**config.mk**
```make
export PLATFORM = sky130hd
export DESIGN_NAME = vga_timing_ctrl
export DESIGN_NICKNAME = d
export VERILOG_FILES = /design/src/rtl/vga_timing_pkg.sv /design/src/rtl/vga_timing_ctrl.sv
export SDC_FILE = /design/constraint.sdc
export NUM_CORES = 1
export LEC_CHECK = 0
export ABC_AREA = 1
export CORE_UTILIZATION = 25
export CTS_CLUSTER_DIAMETER = 150
export DETAILED_ROUTE_END_ITERATION = 12
export GPL_TIMING_DRIVEN = 0
export PLACE_DENSITY_LB_ADDON = 0.2
export SLEW_MARGIN = 20
export SYNTH_ARGS = -nofsm -noshare
export SYNTH_HDL_FRONTEND = slang
export SYNTH_SLANG_ARGS = --single-unit
```
**constraint.sdc**
```tcl
create_clock -name vga_clk -period 1.8 [get_ports vga_clk]
set_input_delay 0.27 -clock vga_clk [delete_from_list [all_inputs] [get_ports vga_clk]]
set_output_delay 0.27 -clock vga_clk [all_outputs]
set_load 0.05 [all_outputs]
```
**src/rtl/vga_timing_pkg.sv**
```systemverilog
// Shared 640x480@60 raster constants and output types for the VGA timing block.
package vga_timing_pkg;

  localparam int H_SYNC  = 96;
  localparam int H_BACK  = 48;
  localparam int H_VALID = 640;
  localparam int H_FRONT = 16;
  localparam int V_SYNC  = 2;
  localparam int V_BACK  = 33;
  localparam int V_VALID = 480;
  localparam int V_FRONT = 10;

  localparam int H_TOTAL = H_SYNC + H_BACK + H_VALID + H_FRONT;
  localparam int V_TOTAL = V_SYNC + V_BACK + V_VALID + V_FRONT;

  localparam int ACT_X0 = H_SYNC + H_BACK;
  localparam int ACT_Y0 = V_SYNC + V_BACK;

  localparam int CNT_W = 10;

  typedef logic [11:0] rgb_t;
  localparam rgb_t RGB_BLACK = 12'h000;

  typedef struct packed {
    logic hsync;
    logic vsync;
    rgb_t rgb;
  } vga_out_t;

  // Half-open window test lo <= c < hi.
  function automatic logic in_win(input logic [CNT_W-1:0] c, input int lo, input int hi);
    return (int'(c) >= lo) && (int'(c) < hi);
  endfunction

endpackage

```
**src/rtl/vga_timing_ctrl.sv**
```systemverilog
// VGA raster sequencer: h/v counters, one-clock-early pixel request, registered sync/rgb.
// Optional VGA_FRAME_TICK_EN adds the frame_start pulse and frame_cnt counter.
module vga_timing_ctrl
  import vga_timing_pkg::*;
#(
  parameter int H_SYNC_CLK  = vga_timing_pkg::H_SYNC,
  parameter int H_BACK_CLK  = vga_timing_pkg::H_BACK,
  parameter int H_VALID_CLK = vga_timing_pkg::H_VALID,
  parameter int H_FRONT_CLK = vga_timing_pkg::H_FRONT,
  parameter int V_SYNC_LN   = vga_timing_pkg::V_SYNC,
  parameter int V_BACK_LN   = vga_timing_pkg::V_BACK,
  parameter int V_VALID_LN  = vga_timing_pkg::V_VALID,
  parameter int V_FRONT_LN  = vga_timing_pkg::V_FRONT
) (
  input  logic        vga_clk,
  input  logic        sys_rst_n,
  output logic [9:0]  pix_x,
  output logic [8:0]  pix_y,
  output logic        pix_req,
  input  logic [11:0] rgb_in,
  output logic        vga_hsync,
  output logic        vga_vsync,
  output logic [11:0] vga_rgb
`ifdef VGA_FRAME_TICK_EN
 ,output logic        frame_start,
  output logic [15:0] frame_cnt
`endif
);

  localparam int HT = H_SYNC_CLK + H_BACK_CLK + H_VALID_CLK + H_FRONT_CLK;
  localparam int VT = V_SYNC_LN + V_BACK_LN + V_VALID_LN + V_FRONT_LN;
  localparam int X0 = H_SYNC_CLK + H_BACK_CLK;
  localparam int Y0 = V_SYNC_LN + V_BACK_LN;

  localparam logic [CNT_W-1:0] H_MAX    = CNT_W'(HT - 1);
  localparam logic [CNT_W-1:0] V_MAX    = CNT_W'(VT - 1);
  localparam logic [CNT_W-1:0] REQ_X0   = CNT_W'(X0 - 1);
  localparam logic [CNT_W-1:0] REQ_Y0   = CNT_W'(Y0);
  localparam logic [CNT_W-1:0] H_SYNC_C = CNT_W'(H_SYNC_CLK);
  localparam logic [CNT_W-1:0] V_SYNC_C = CNT_W'(V_SYNC_LN);

  logic [CNT_W-1:0] h_cnt, v_cnt;
  logic             h_end, v_end;
  vga_out_t         out_d, out_q;

  assign h_end = (h_cnt == H_MAX);
  assign v_end = (v_cnt == V_MAX);

  always_ff @(posedge vga_clk or negedge sys_rst_n) begin
    if (!sys_rst_n) begin
      h_cnt <= '0;
      v_cnt <= '0;
    end else begin
      h_cnt <= h_end ? '0 : h_cnt + 1'b1;
      if (h_end) v_cnt <= v_end ? '0 : v_cnt + 1'b1;
    end
  end

  // Request window opens one column early so the colour lands in the output register on time.
  always_comb begin
    pix_req = in_win(h_cnt, X0 - 1, X0 - 1 + H_VALID_CLK) &&
              in_win(v_cnt, Y0, Y0 + V_VALID_LN);
    pix_x   = pix_req ? (h_cnt - REQ_X0) : '0;
    pix_y   = pix_req ? 9'(v_cnt - REQ_Y0) : '0;
  end

  always_comb begin
    out_d.hsync = ~(h_cnt < H_SYNC_C);
    out_d.vsync = ~(v_cnt < V_SYNC_C);
    out_d.rgb   = pix_req ? rgb_in : RGB_BLACK;
  end

  always_ff @(posedge vga_clk or negedge sys_rst_n) begin
    if (!sys_rst_n) begin
      out_q.hsync <= 1'b1;
      out_q.vsync <= 1'b1;
      out_q.rgb   <= RGB_BLACK;
    end else begin
      out_q <= out_d;
    end
  end

  assign vga_hsync = out_q.hsync;
  assign vga_vsync = out_q.vsync;
  assign vga_rgb   = out_q.rgb;

`ifdef VGA_FRAME_TICK_EN
  always_ff @(posedge vga_clk or negedge sys_rst_n) begin
    if (!sys_rst_n) begin
      frame_start <= 1'b0;
      frame_cnt   <= '0;
    end else begin
      frame_start <= h_end && v_end;
      if (h_end && v_end) frame_cnt <= frame_cnt + 16'd1;
    end
  end
`endif

endmodule

```
==> metrics.md <==
| Metric | Value |
|---|---|
| Crit path DAT | 1810 ps |
| Post-synthesis cell type count | 23 |
| ANT cells | 0 |
| Post-DP HPWL | 3.64 mm |
| # rows | 33 |
| Synthesized flop and latch total | 34 |
| FF-to-FF Start | v_cnt[0] |
| Worst setup path end | pix_x[0] |
| Worst min path class | in2async |
| Endpoint type of the worst setup path | output pin |
| Slowest stage cell, crit path | dfrtp_2 |
| Crit path required time | 1530 ps |
| Routed len/inst | 11.1 um |
| DIE HEIGHT | 95.1 um |
| Register clock-pin slew on the reported worst setup and hold paths | 70 ps |
| Power Density | 447 nW/um2 |
| Mapped Area | approximately 2200 um2 |
| Top cell by count, worst path | nor2_1 |
| Layout Skew | 5.84 ps |
| DRT Pass-1 Iters | 4 |
| P_leak | roughly 1.6 nW |
| Synth warn | 0 |
| H-Tree Depth | 2 |
| Deepest clock path buffer count | 2 |
| Clock root cell | clkbuf_8 |
| Global route overflow | 0 |
| Largest net degree at the start of global routing | 19 |
| Final Power | 1.41 mW |
| Placeable Area | just over 8000 um2 |
| Period utilization | 116% |
| Initial antenna violation count | 0 |
| Setup ws final | -282 ps |
| Hold Worst Slack | 480 ps |
| DRT antenna net count | 0 |
| Layout area overhead | 45.7% |
| Initial Util | 26.1% |
| Top Usage Layer GRT | met2 |
| Area after DPL | 2840 um2 |
| Met1 usage | around 15% |
| Crit path launch | v_cnt[0] |
| Dpl cells | 422 |
| Worst slew margin | between 60% and 70% |
| Final Hold Viols | 0 |
| Die area | 9040 um2 |
| DRT Wirelength | 4.99 mm |
| Total GRT Usage | around an eighth |
| Mean Syn Cell Area | a little over 8 um2 |
| 1st-iter DRT viols | 84 |
| Status | finished with violations |
| Worst-skew pair later-pin latency | 280 ps |
| Synth area leaders | dfrtp_1 (37%), nand2_1 (11%), nor2_4 (11%), inv_1 (6.9%), nand3_1 (5.3%) |
| Max VDD drop | approximately 0.27 mV |
| Remaining DRCs | 0 |
| DP Worst Slack | -780 ps |
| Total I/O pin count | 48 |
| Max incr delay on CP | 430 ps |
| Synth top area share | 37.0% |
| Crit Path Class | reg2out |
| Final Cell Area | around 3200 um2 |
| Port-buffer cells | 47 |
| Max Slew Vio Count | 0 |
| R2R setup slack | 190 ps |
| RSZ-0062 raised after global routing | true |
| Die W | 95.1 um |
| Share of layout cells above drive strength 1 | 32.7% |
| Violated checks | setup timing |
| Post-Syn Instances | ~270 |
| EDFF count, synth | 0 |
| Worst-path maximum fanout | 10 |
| TritonCTS buffer count | 5 |
| Dominant cell type by area after synthesis | dfrtp_1 |
| FMAX | about 0.48 GHz |
| Tightest Pin Transition | 512 ps |
| Ys flop type | dfrtp_1 |
| CTS tree | yes |
| Critical R2R Capture | v_cnt[0] |
| CTS sink count | 34 |
| Critical path cell sequence | ha_4 -> inv_4 -> nand3_2 -> nor2_1 -> nor2_1 -> nor2_2 -> nand2_4 -> buf_12 -> nor2_4 -> buf_6 |
| CP startpoint kind | register |
| Via Count | 1867 |
| Shortest period the worst path allows | 2080 ps |
| Final setup violation count | 20 |
| Cell Count, Final, Fillers Out | 448 |
| Share of flip-flops with an asynchronous set or reset | between 90% and 100% |
| Vias per cell | 4.17 |
| M2 GR Usage | 19.6% |
| Max-cap violations | 0 |
| Global-route wire length before repair | 8.32 mm |
| Fin nets | 359 |
| Sequential fraction of the synthesis area | 39.4% |
| Routing usage on met3 | between 3 and 4% |
| Syn nets | 286 |
| Number of global-route vias before repair | 1834 |
| RePlAce Congestion | 0.776 |
| FF-to-FF path depth | 8 |
[layout make-up]
cell class	count	area, um2
fill	862	5140
buffer	9	105
timing repair buffer	66	676
clock buffer	7	86.3
inverter	42	164
multi-input combinational	184	1130
clock inverter	1	5.00
tap	105	131
sequential	34	857
[cell usage in the layout, fill, tap and decap left out, drive strengths merged, types with 3 or more instances in the layout]
| cell type | n |
|---|---|
| nand2 | 64 |
| nor2 | 59 |
| buf | 48 |
| inv | 41 |
| dfrtp | 32 |
| nand3 | 25 |
| clkdlybuf4s50 | 24 |
| xor2 | 13 |
| o21ai | 8 |
| clkbuf | 7 |
| nand4 | 4 |
| a21oi | 3 |
| ha | 3 |
[worst min-delay path by stage]
stage                       to  depth (start not counted)  slack (ps)
finish                h_cnt[6]                          2         480
global route        vga_rgb[6]                          3         500
CTS                   h_cnt[6]                          2         480
detailed placement    h_cnt[6]                          1         260
global placement      v_cnt[9]                          2         530
floorplan             h_cnt[0]                          0         -30
[what timing repair did]
| item | CTS | global route |
|---|---|---|
| buffers inserted | 15 | 2 |
| endpoints found under the setup margin | 22 | 20 |
| hold buffers | 1 | 0 |
| gates cloned | 0 | 0 |
| pin swaps | 1 | 5 |
| hold endpoints to repair | 15 | 0 |
| resized for setup | 151 | 11 |
[cells by family after synthesis]
kind of cell	after synthesis	synth area share, %
fa+ha+maj	3	1.73
xor+xnor	13	5.25
buf+inv	51	11.6
compound gates	11	2.54
simple gates	157	39.5
flops	34	39.4
[registers in the layout, summed over array words and instances (netlist names)]
name	cells
vga_rgb	12
h_cnt	10
vga_vsync	1
vga_hsync	1
v_cnt	10
[cell usage after synthesis (4+ instances only)]
library cell,number
o21ai_0,8
inv_1,40
nand4_1,4
nand3_1,23
nor2_2,14
nand2_1,63
nor2_1,24
nor2_4,21
dfrtp_1,32
buf_2,4
xor2_1,13
[power by group]
part,internal [mW],switching (mW),total [mW],leakage [nW]
logic,0.0327,0.0261,0.0589,1.09
clock network,0.309,0.279,0.588,0.0482
registers,0.764,0,0.764,0.450
[through the flow]
step	util (%)	TNS (ps)
2_1_floorplan	-	-310
3_3_place_gp	34.0	-29820
3_5_place_dp	34.3	-14980
4_1_cts	37.5	-6040
5_1_grt	38.1	-7040
6_report	38.1	-5100
[layer usage]
metal | vias up | share of wire [%] | routed length, um
li1 | 962 | - | -
met1 | 857 | 48 | 2400
met2 | 44 | 45 | 2230
met3 | 4 | 5.7 | 284
met4 | 0 | 1.5 | 74
met5 | - | 0 | 0
[worst max-delay path: cells and delay by family, from the launching register on]
kind                       cells  cell delay, ps
and+or+nand+nor                6             520
adders and majority gates      1             180
buffers and inverters          3             380
DFF                            1             430
(Power assumes the default switching activity.)
==> variant (same flow settings) <==
Register the outputs `vga_hsync`, `vga_vsync` and `vga_rgb`, without a reset; this adds one clock of latency there. The other outputs are not delayed to match.
--- a/src/rtl/vga_timing_ctrl.sv
+++ b/src/rtl/vga_timing_ctrl.sv
@@ -80,9 +80,11 @@
     end
   end
 
-  assign vga_hsync = out_q.hsync;
-  assign vga_vsync = out_q.vsync;
-  assign vga_rgb   = out_q.rgb;
+  always_ff @(posedge vga_clk) begin
+    vga_hsync <= out_q.hsync;
+    vga_vsync <= out_q.vsync;
+    vga_rgb   <= out_q.rgb;
+  end
 
 `ifdef VGA_FRAME_TICK_EN
   always_ff @(posedge vga_clk or negedge sys_rst_n) begin
Formal check against the unedited RTL: not equivalent (Yosys sat finds a counterexample within 4 cycles, from zero or initial values and one cycle with sys_rst_n low).
==> variant against the unedited design <==
  * Global-route usage down 1.8 points
  * Total power up 47%
  * Worst setup slack lost 90 ps
  * The run still ends with negative setup slack left
  * Sequential share of layout area up 5.3 points
  * Largest power group unchanged
  * Combinational power down 2%
  * Critical path type unchanged
  * Synthesized area is 13% higher
  * Routed wire length rose by 2.7%
  * Critical endpoint unchanged
  * Sequential power is 40% higher
  * Final area up 11%
  * Sequential cell count rose by 14
==> variant: results <==
metrics = {
    "outcome": {
        "violations": "negative setup slack",
        "outcome": "complete, but fails checks",
    },
    "place": {
        "gp_congestion": 0.837,
        "hpwl_mm": 3.72,
    },
    "cts": {
        "cts_resized": 153,
        "clk_pin_slew_ps": 90,
    },
    "logic_synthesis": {
        "synth_xor_area_frac": 0.0465,
        "async_reset_ff_frac": 0.708,
        "ys_seq_area_frac": 0.463,
        "synth_nets": 300,
    },
    "pwr": {
        "pg_seq_uw": 1070,
        "powerDensity_nw_per_um2": 590,
        "p_int_uw": 1660,
    },
    "detailed_routing": {
        "drt-met1-wl_mm": 2.39,
        "vias_per_cell": 3.97,
        "wl_met2_mm": 2.37,
        "wl_met3_um": 309,
        "avgRoutedWirePerCell_um": 10.6,
    },
    "timing": {
        "fin_setup_tns_ps": -6760,
        "setup_viol": 20,
        "fin_ws_ps": -372,
        "clock_skew_ps": 6.97,
    },
    "final_layout": {
        "final_cell_count_no_fill": 485,
        "drive_above_1_share": 0.315,
    },
    "grt": {
        "met3_usage": 0.0257,
        "grt_use_met1": 0.131,
        "track_usage": 0.104,
    },
    "setup_path": {
        "rr_worst_depth": 10,
        "arrival_ps": 1900,
    },
}
variant: cell count changes after synthesis:
cell,delta
dfxtp_1,+14
variant: final timing paths:
path                                 startpoint                   end  slack (ps)
min in group vga_clk         out_q[2]$_DFF_PN0_    vga_rgb[2]$_DFF_P_         350
max reg2reg                v_cnt[1]$_DFFE_PN0P_    out_q[3]$_DFF_PN0_         180
max in group asynchronous             sys_rst_n   out_q[12]$_DFF_PN1_         980
min                                   sys_rst_n  v_cnt[7]$_DFFE_PN0P_         340
min reg2reg                  out_q[2]$_DFF_PN0_    vga_rgb[2]$_DFF_P_         350
max                        v_cnt[1]$_DFFE_PN0P_              pix_x[0]        -370
variant: area by class of cell:
class	instances	area, sq um	share of cell area
Multi-Input combinational cell	184	1140	0.325
Buffer	9	105	0.0299
Sequential cell	48	1140	0.324
Clock inverter	3	68.8	0.0196
Clock buffer	5	68.8	0.0196
Timing Repair Buffer	65	663	0.189
Inverter	42	164	0.0467
Tap cell	129	161	0.0459
